$ cat src/rtl/lifo_stack_param_pkg.sv
// lifo_stack_param_pkg: shared operation encoding, status bit positions and width helper
package lifo_stack_param_pkg;

    typedef enum logic [2:0] {
        OP_IDLE,
        OP_PUSH,
        OP_POP,
        OP_REPL,
        OP_FLUSH
    } op_e;

    localparam int ERR_OVF_BIT = 0;
    localparam int ERR_UNF_BIT = 1;

    function automatic int cnt_width(input int depth);
        return $clog2(depth + 1);
    endfunction

endpackage

$ cat src/rtl/lifo_stack_param_if.sv
// lifo_stack_param_if: producer/consumer bus of the LIFO stack
interface lifo_stack_param_if
    import lifo_stack_param_pkg::*;
#(
    parameter int DATA_WIDTH = 8,
    parameter int STACK_SIZE = 4
);
    localparam int CW = cnt_width(STACK_SIZE);

    logic                  i_push;
    logic                  i_pop;
    logic                  i_flush;
    logic                  i_err_clr;
    logic [DATA_WIDTH-1:0] i_write_data;
    logic [DATA_WIDTH-1:0] o_read_data;
    logic [DATA_WIDTH-1:0] o_top_data;
    logic [CW-1:0]         o_count;
    logic                  o_full;
    logic                  o_empty;
    logic                  o_almost_full;
    logic                  o_overflow;
    logic                  o_underflow;
    logic                  o_rd_valid;

    modport master (
        output i_push, i_pop, i_flush, i_err_clr, i_write_data,
        input  o_read_data, o_top_data, o_count, o_full, o_empty,
               o_almost_full, o_overflow, o_underflow, o_rd_valid
    );

    modport slave (
        input  i_push, i_pop, i_flush, i_err_clr, i_write_data,
        output o_read_data, o_top_data, o_count, o_full, o_empty,
               o_almost_full, o_overflow, o_underflow, o_rd_valid
    );

endinterface

$ cat src/rtl/lifo_stack_param_ram.sv
// lifo_stack_param_ram: stack storage, synchronous write, asynchronous read, no reset
module lifo_stack_param_ram #(
    parameter int DW    = 8,
    parameter int DEPTH = 4,
    parameter int AW    = 2
) (
    input  logic          i_clk,
    input  logic          i_we,
    input  logic [AW-1:0] i_waddr,
    input  logic [DW-1:0] i_wdata,
    input  logic [AW-1:0] i_raddr,
    output logic [DW-1:0] o_rdata
);
    logic [DW-1:0] r_mem [DEPTH];

    // Contents are left uninitialised; occupancy tracking makes stale entries invisible
    always_ff @(posedge i_clk) begin
        if (i_we) r_mem[i_waddr] <= i_wdata;
    end

    assign o_rdata = r_mem[i_raddr];

endmodule

$ cat src/rtl/lifo_stack_param.sv
// lifo_stack_param: pointer-based LIFO with occupancy, almost-full, replace, flush and sticky errors
module lifo_stack_param
    import lifo_stack_param_pkg::*;
#(
    parameter int DATA_WIDTH = 8,
    parameter int STACK_SIZE = 4,
    parameter int AF_LEVEL   = 3
) (
    input  logic                  i_clk,
    input  logic                  i_rst_n,
    lifo_stack_param_if.slave     bus
);
    localparam int CW = cnt_width(STACK_SIZE);
    localparam int AW = $clog2(STACK_SIZE);

    logic [CW-1:0]         r_count;
    logic [CW-1:0]         w_count_nxt;
    logic [DATA_WIDTH-1:0] r_read_data;
    logic [DATA_WIDTH-1:0] w_top_raw;
    logic                  r_rd_valid;
    logic                  w_rd_fire;
    logic [1:0]            r_err;
    logic [1:0]            w_err_set;
    logic                  w_full;
    logic                  w_empty;
    logic                  w_we;
    logic [AW-1:0]         w_waddr;
    logic [AW-1:0]         w_raddr;
    op_e                   w_op;

    assign w_full  = r_count == CW'(STACK_SIZE);
    assign w_empty = r_count == '0;
    assign w_raddr = w_empty ? '0 : AW'(r_count - CW'(1));

    // Classify the cycle; flush dominates and push+pop on an empty stack degrades to a push
    always_comb begin
        w_op = OP_IDLE;
        if (bus.i_flush)                                 w_op = OP_FLUSH;
        else if (bus.i_push && bus.i_pop && !w_empty)    w_op = OP_REPL;
        else if (bus.i_push)                             w_op = OP_PUSH;
        else if (bus.i_pop)                              w_op = OP_POP;
    end

    // Memory write, next occupancy, pop strobe and error events for the classified operation
    always_comb begin
        w_we        = 1'b0;
        w_waddr     = AW'(r_count);
        w_count_nxt = r_count;
        w_rd_fire   = 1'b0;
        w_err_set   = '0;
        case (w_op)
            OP_FLUSH: w_count_nxt = '0;
            OP_REPL: begin
                w_we      = 1'b1;
                w_waddr   = w_raddr;
                w_rd_fire = 1'b1;
            end
            OP_PUSH: begin
                w_we                   = !w_full;
                w_err_set[ERR_OVF_BIT] = w_full;
                w_err_set[ERR_UNF_BIT] = bus.i_pop;
                if (!w_full) w_count_nxt = r_count + CW'(1);
            end
            OP_POP: begin
                w_rd_fire              = !w_empty;
                w_err_set[ERR_UNF_BIT] = w_empty;
                if (!w_empty) w_count_nxt = r_count - CW'(1);
            end
            default: ;
        endcase
    end

    // Occupancy, popped-data register and sticky error flags; a new error beats err_clr
    always_ff @(posedge i_clk or negedge i_rst_n) begin
        if (!i_rst_n) begin
            r_count     <= '0;
            r_read_data <= '0;
            r_rd_valid  <= 1'b0;
            r_err       <= '0;
        end else begin
            r_count    <= w_count_nxt;
            r_rd_valid <= w_rd_fire;
            if (w_rd_fire) r_read_data <= w_top_raw;
            r_err      <= w_err_set | (r_err & {2{!bus.i_err_clr}});
        end
    end

    lifo_stack_param_ram #(
        .DW    (DATA_WIDTH),
        .DEPTH (STACK_SIZE),
        .AW    (AW)
    ) u_ram (
        .i_clk   (i_clk),
        .i_we    (w_we),
        .i_waddr (w_waddr),
        .i_wdata (bus.i_write_data),
        .i_raddr (w_raddr),
        .o_rdata (w_top_raw)
    );

    assign bus.o_read_data   = r_read_data;
    assign bus.o_top_data    = w_empty ? '0 : w_top_raw;
    assign bus.o_count       = r_count;
    assign bus.o_full        = w_full;
    assign bus.o_empty       = w_empty;
    assign bus.o_almost_full = r_count >= CW'(AF_LEVEL);
    assign bus.o_overflow    = r_err[ERR_OVF_BIT];
    assign bus.o_underflow   = r_err[ERR_UNF_BIT];
    assign bus.o_rd_valid    = r_rd_valid;

endmodule

$ cat src/flat_wrapper.sv
// flat-port wrapper written by rule: the top's interface ports become plain ports
module lifo_stack_param_flat import lifo_stack_param_pkg::*;
#(
    parameter int DATA_WIDTH = 8,
    parameter int STACK_SIZE = 4,
    parameter int AF_LEVEL   = 3
)
  (i_clk, i_rst_n, bus_i_push, bus_i_pop, bus_i_flush, bus_i_err_clr, bus_i_write_data, bus_o_read_data, bus_o_top_data, bus_o_count, bus_o_full, bus_o_empty, bus_o_almost_full, bus_o_overflow, bus_o_underflow, bus_o_rd_valid);
  lifo_stack_param_if #(.DATA_WIDTH(DATA_WIDTH), .STACK_SIZE(STACK_SIZE)) bus_i ();
  input  logic i_clk;
  input  logic i_rst_n;
  input wire logic [$bits(bus_i.i_push)-1:0] bus_i_push;
  input wire logic [$bits(bus_i.i_pop)-1:0] bus_i_pop;
  input wire logic [$bits(bus_i.i_flush)-1:0] bus_i_flush;
  input wire logic [$bits(bus_i.i_err_clr)-1:0] bus_i_err_clr;
  input wire logic [$bits(bus_i.i_write_data)-1:0] bus_i_write_data;
  output wire logic [$bits(bus_i.o_read_data)-1:0] bus_o_read_data;
  output wire logic [$bits(bus_i.o_top_data)-1:0] bus_o_top_data;
  output wire logic [$bits(bus_i.o_count)-1:0] bus_o_count;
  output wire logic [$bits(bus_i.o_full)-1:0] bus_o_full;
  output wire logic [$bits(bus_i.o_empty)-1:0] bus_o_empty;
  output wire logic [$bits(bus_i.o_almost_full)-1:0] bus_o_almost_full;
  output wire logic [$bits(bus_i.o_overflow)-1:0] bus_o_overflow;
  output wire logic [$bits(bus_i.o_underflow)-1:0] bus_o_underflow;
  output wire logic [$bits(bus_i.o_rd_valid)-1:0] bus_o_rd_valid;
  assign bus_i.i_push = bus_i_push;
  assign bus_i.i_pop = bus_i_pop;
  assign bus_i.i_flush = bus_i_flush;
  assign bus_i.i_err_clr = bus_i_err_clr;
  assign bus_i.i_write_data = bus_i_write_data;
  assign bus_o_read_data = bus_i.o_read_data;
  assign bus_o_top_data = bus_i.o_top_data;
  assign bus_o_count = bus_i.o_count;
  assign bus_o_full = bus_i.o_full;
  assign bus_o_empty = bus_i.o_empty;
  assign bus_o_almost_full = bus_i.o_almost_full;
  assign bus_o_overflow = bus_i.o_overflow;
  assign bus_o_underflow = bus_i.o_underflow;
  assign bus_o_rd_valid = bus_i.o_rd_valid;
  lifo_stack_param #(.DATA_WIDTH(DATA_WIDTH), .STACK_SIZE(STACK_SIZE), .AF_LEVEL(AF_LEVEL)) u_core (.i_clk(i_clk), .i_rst_n(i_rst_n), .bus(bus_i));
endmodule
$ cat config.mk
export PLATFORM = sky130hd
export DESIGN_NAME = lifo_stack_param_flat
export DESIGN_NICKNAME = d
export VERILOG_FILES = /design/src/rtl/lifo_stack_param_pkg.sv /design/src/rtl/lifo_stack_param_if.sv /design/src/rtl/lifo_stack_param_ram.sv /design/src/rtl/lifo_stack_param.sv /design/src/flat_wrapper.sv
export SDC_FILE = /design/constraint.sdc
export NUM_CORES = 1
export LEC_CHECK = 0
export ABC_AREA = 1
export CORE_AREA = 2 2 72 74
export DETAILED_ROUTE_END_ITERATION = 12
export DIE_AREA = 0 0 74 76
export GPL_ROUTABILITY_DRIVEN = 0
export PLACE_DENSITY = 0.68
export SLEW_MARGIN = 20
export SYNTH_ARGS = -nofsm -noshare
export SYNTH_HDL_FRONTEND = slang
export SYNTH_SLANG_ARGS = --single-unit
$ cat constraint.sdc
create_clock -name i_clk -period 6.5 [get_ports i_clk]
set_input_delay 0.65 -clock i_clk [delete_from_list [all_inputs] [get_ports i_clk]]
set_output_delay 0.65 -clock i_clk [all_outputs]
set_load 0.02 [all_outputs]
After elaboration in Yosys (flattened, before gate mapping):

Memory sizes are Yosys's and may differ from the RTL's.
Index checks and enable logic that the tools add are counted.

* register bits: 14
* memory bits (writable): 32
* input bits: 14
* output and inout port bits: 25
* logic and storage cells: 41
* memories kept: 1

* add/sub/neg operators: 2
* magnitude comparators: 1
* equality and inequality tests: 7
* muxes and demuxes: 16
* bitwise operators: 2
* reduce and logical (&&, ||, !) cells: 8

Memory list
* u_core.u_ram.r_mem: words 4, width 8, rd ports 1, clocked after Yosys merged registers in 0, wr ports 1, RTL line lifo_stack_param_ram.sv:14 `logic [DW-1:0] r_mem [DEPTH];`

Operator list (number)
* $mux 3: 5
* $pmux 3 s3: 1
* $mux 8: 1
* $eq 3x2->1 const B: 2
* $eq 3x3->1 const B: 2
* $mux 2: 3
* $pmux 1 s2: 3
* $ne 2x2->1 const B: 2
* $add 3x1->3 const B: 1
* $eq 3x1->1 const B: 1
* $ge 3x2->1 const B: 1
* $logic_not 1->1: 3
* $logic_not 3->1: 1
* $mux 1: 3
* $reduce_and 3->1: 1
* $reduce_bool 3->1: 1
* $sub 3x1->3 const B: 1
* $and 2x2->2: 1
* $logic_and 1x1->1: 2
* $or 2x2->2: 1

Logic depth before layout (Yosys ltp):

* depth after elaboration: 9
* mapped depth: 11
* gate-level depth less buffers: 11

Cells and area by module:

A second synthesis with hierarchy kept.

* cells, all modules: 244
* area total of the unflattened synthesis: 2283.4 sq um

By module, submodules not included
* lifo_stack_param_ram: times used 1, cells an instance 133, area each 1387.6 sq um, seq. area each 960.9 sq um
* lifo_stack_param: times used 1, cells an instance 111, area each 895.9 sq um, seq. area each 350.3 sq um

Worst setup path before layout:

Ideal clock, no wire load.

* path type: flip-flop to output port
* from: reg u_core.r_count[0], in the netlist u_core.bus.o_count[0]
* to: out bus_o_top_data[3]
* data arrival time: 2.133 ns
* required time: 5.850 ns
* path slack: 3.717 ns
* stages on the path, launching flop included: 10
* buffers on the path: 1
* cell sequence: dfrtp_1 inv_1 ha_1 ha_1 nor2_4 buf_4 nand2_1 nand3_1 nand2_1 nor2_1

* cells in the longest elaborated chain, start to end: 4
* elaborated cells between the ends (all ways): 5
* classes of those cells: add/sub: 1; mux: 2; reduce/logical: 1; memory: 1

RTL lines
* start: declaration: RTL line lifo_stack_param.sv:16 `logic [CW-1:0] r_count;`
* start signal: assignment: RTL line lifo_stack_param.sv:81 `r_count <= w_count_nxt;`
* $logic_not 3->1 (*): RTL line lifo_stack_param.sv:32 `assign w_empty = r_count == '0;`
* via bus_o_empty: RTL line flat_wrapper.sv:21 `output wire logic [$bits(bus_i.o_empty)-1:0] bus_o_empty;`
* $mux 2: RTL line lifo_stack_param.sv:33 `assign w_raddr = w_empty ? '0 : AW'(r_count - CW'(1));`
* $mem_v2 4x8
* $mux 8 (*): RTL line lifo_stack_param.sv:102 `assign bus.o_top_data = w_empty ? '0 : w_top_raw;`
* end: declaration: RTL line flat_wrapper.sv:18 `output wire logic [$bits(bus_i.o_top_data)-1:0] bus_o_top_data;`

Mark *: on every way through the listed nets, which the timed path passes. The rest lies on a longest branch.

Final worst setup path:

* from: reg u_core.r_count[0], in the netlist u_core.bus.o_count[0]
* to: out bus_o_top_data[6]

* cells in the longest elaborated chain, start to end: 4
* elaborated cells between the ends (all ways): 5
* classes of those cells: add/sub: 1; mux: 2; reduce/logical: 1; memory: 1

RTL lines (RTL line)
* $sub 3x1->3 / $logic_not 3->1 (equally long branches): lifo_stack_param.sv:33, lifo_stack_param.sv:32
* $mux 2: lifo_stack_param.sv:33
* $mem_v2 4x8
* $mux 8 (*): lifo_stack_param.sv:102

Every way passes the cells marked *; elsewhere a longest branch is shown, timed or not.

==> results.md <==
* Cells after DPL at 315
* Crit path max fanout at 18
* Die ar. at 5620 µm²
* Worst skew pair latency at 0.30 ns
* Final Max Tran Viols at 0
* Chip height at roughly 76 µm
* Die X at 74 µm
* Drt wl/cell at about 14 µm
* Post-CTS Resized at 0
* CP Capture Type: primary output
* DR top layer: met4
* ANT nets after route at 0
* CTS tree: done
* Initial DRC Count at 96
* Vias at 1539
* Post-CTS Setup Inserts at 0
* Met2 WL post-DR at 2160 µm
* Top cells by area, synth: edfxtp_1 46%, dfrtp_1 17%, nand2_1 14%
* Vias in the first global route at 1421
* Rows at 26
* IO Pins at 39
* Hold Path Stages at 2
* Layout cells sized above 1 at 7.91%
* HP Start: u_core.bus.o_read_data[0]
* Initial core utilization at 42.7%
* CP Launch Type: register
* Leakage at 0.00111 µW
* Post-synthesis sequential area ratio at a little over three fifths
* Top cell type's share of synthesized area at 45.8%
* Area growth, synth to finish at 26.1%
* Hold Vio Cnt, Final at 0
* Worst VDD drop at 0.000165 V
* Clock skew at 0.00920 ns
* RSZ-0062 raised after global routing: false
* Worst hold slack at 0.486 ns
* Mapped Cells at 210
* WHS Endpoint: u_core.bus.o_read_data[0]
* Hold Buf Count CTS at 0
* Final setup viols at 0
* First-pass GRT wire length at 7070 µm
* Fin crit share at 60.6%
* Worst R2R Setup Slack at 3.30 ns
* Crit path time final at 3.94 ns
* Metal3 WL at 271 µm
* Setup_tns at 0 ns
* Post-synthesis register bit count at 46
* Number of synthesized flops with an enable pin at 32
* Cell with the most instances after synthesis: nand2_1
* Reg2Reg Depth at 8
* Clock Root Buffer: clkbuf_8
* Reg-to-Reg End: u_core.u_ram.r_mem[3][7]
* Grt total ovfl at 0
* Total Nets Final at 271
* Cell Area, Synth at 2100 µm²
* Warnings from Yosys at 0
* M1 WL at 1960 µm
* First-pass iteration count of the detailed router at 4
* Vias per inst at 4.76
* H-tree Lvls at 2
* Status: finished clean
* Worst-path clk slew at 0.09 ns
* Worst Hold Class: register to register
* Post-synth ARST share at 30.4%
* Post-synth top cells: 81 x nand2_1, 32 x edfxtp_1, 27 x nand3_1
* Port bufs at 38
* Core area at approximately 4900 µm²
* Dominant synthesized flop cell: edfxtp_1
* Syn nets at 229
* Post-synthesis average cell area at around 10 µm²
* Maximum clock rate at 254 MHz
* Cell variety after synth at 24
* Clk buf depth at 2
* TritonCTS Buffers at 5
* Synth area leader: edfxtp_1
* Initial antenna violation count at 0
* Critical Path RT at 5.85 ns
* Power Density at 406 nW/µm²
* Kind of critical path: register to primary output
* Pin count of the biggest net entering global routing at 19
* Worst slew margin at 42.6%
* Post-DP HPWL at 3050 µm
* Layout Cells excl Fill at 323
* Worst-margin pin slew at 0.858 ns
* Max-cap violations at 0
* DR DRC count at 0
* Clk sinks at 46
* WP data arrival at between 3 and 4 ns
* Overall routing resource usage at 16.7%
* Inserted Diodes at 0
* Worst r2r src: u_core.bus.o_count[0]
* WL final at 4430 µm
[sequential cells by signal, indices dropped and copies added, names as in the netlist]
register and cells:
u_core.bus.o_read_data 8, u_core.u_ram.r_mem 32, u_core.bus.o_rd_valid 1, u_core.bus.o_count 3
u_core.r_err 2
[per-stage QoR]
step | total power, µW | util [%] | instance area (µm²) | setup WS, ns
2_1_floorplan | 693 | - | 2100 | 3.72
3_5_place_dp | 873 | 51.6 | 2530 | 2.89
5_1_grt | 1140 | 53.8 | 2640 | 2.38
4_1_cts | 1080 | 53.8 | 2640 | 2.56
6_report | 1070 | 53.8 | 2640 | 2.56
3_3_place_gp | 865 | 51.6 | 2530 | 2.99
[per-layer routing]
metal	track usage, %	up-vias
met5	0	-
met4	4.36	0
met3	3.70	2
met2	25.8	48
met1	23.9	709
li1	-	780
[worst max-delay path by stage]
stage                           from                end  slack, ns  depth (start not counted)
4_1_cts        u_core.bus.o_count[0]  bus_o_top_data[6]       2.56                         10
6_report       u_core.bus.o_count[0]  bus_o_top_data[6]       2.56                         10
5_1_grt        u_core.bus.o_count[0]  bus_o_top_data[6]       2.38                         10
3_5_place_dp   u_core.bus.o_count[0]  bus_o_top_data[6]       2.89                         10
3_3_place_gp   u_core.bus.o_count[0]  bus_o_top_data[6]       2.99                         10
2_1_floorplan  u_core.bus.o_count[0]  bus_o_top_data[3]       3.72                          9
[area by class of cell]
type / instances / area (µm²)
inverter: 17 / 66.3
timing repair buffer: 38 / 380
sequential: 46 / 1310
fill: 458 / 2270
tap: 70 / 87.6
clock buffer: 5 / 68.8
multi-input combinational: 144 / 689
clock inverter: 3 / 40.0
[placed cells by master, fill, tap and decap left out]
cell / Yosys / final
o211ai_1: 1 / 1
dfrtp_1: 14 / 14
inv_1: 14 / 14
ha_1: 5 / 5
nand3b_1: 1 / 1
o21ai_0: 2 / 2
clkdlybuf4s50_1: 0 / 38
nand3_1: 27 / 27
nand2_2: 1 / 1
o21ai_4: 1 / 1
inv_4: 1 / 1
clkinv_2: 0 / 2
nand4_1: 1 / 1
o21ai_2: 1 / 1
bufinv_16: 0 / 1
a21oi_1: 2 / 2
nand2_1: 81 / 81
edfxtp_1: 32 / 32
clkbuf_8: 0 / 5
o21ai_1: 1 / 1
nand3_2: 2 / 2
inv_2: 2 / 2
nor2_2: 2 / 2
nor2_1: 13 / 13
nor2_4: 2 / 2
o22ai_1: 1 / 1
[logic make-up after synthesis]
| group | share of synthesized area, % |
|---|---|
| buffers and inverters | 4.59 |
| and+or+nand+nor | 26.9 |
| adders and majority gates | 2.98 |
| AOI/OAI and AO/OA | 3.04 |
| DFF | 62.5 |
[report_power, final]
part           internal [µW]  switching, µW  leakage (µW)  total (µW)
registers                360           24.4      0.000471         385
clock network            113           94.9     0.0000579         208
logic                    188            293      0.000583         481
total                    661            412       0.00111        1070
[worst max-delay path, cell delays in order, from the launching register on]
cell and delay [ns]:
dfrtp_1 0.46, inv_1 0.13, ha_1 0.27, ha_1 0.65
nor2_4 0.21, inv_4 0.23, nand2_1 0.07, nand2_1 0.07
nand2_1 0.07, a21oi_1 0.19, clkdlybuf4s50_1 0.63
No activity file was read; power rests on OpenSTA's default activity.
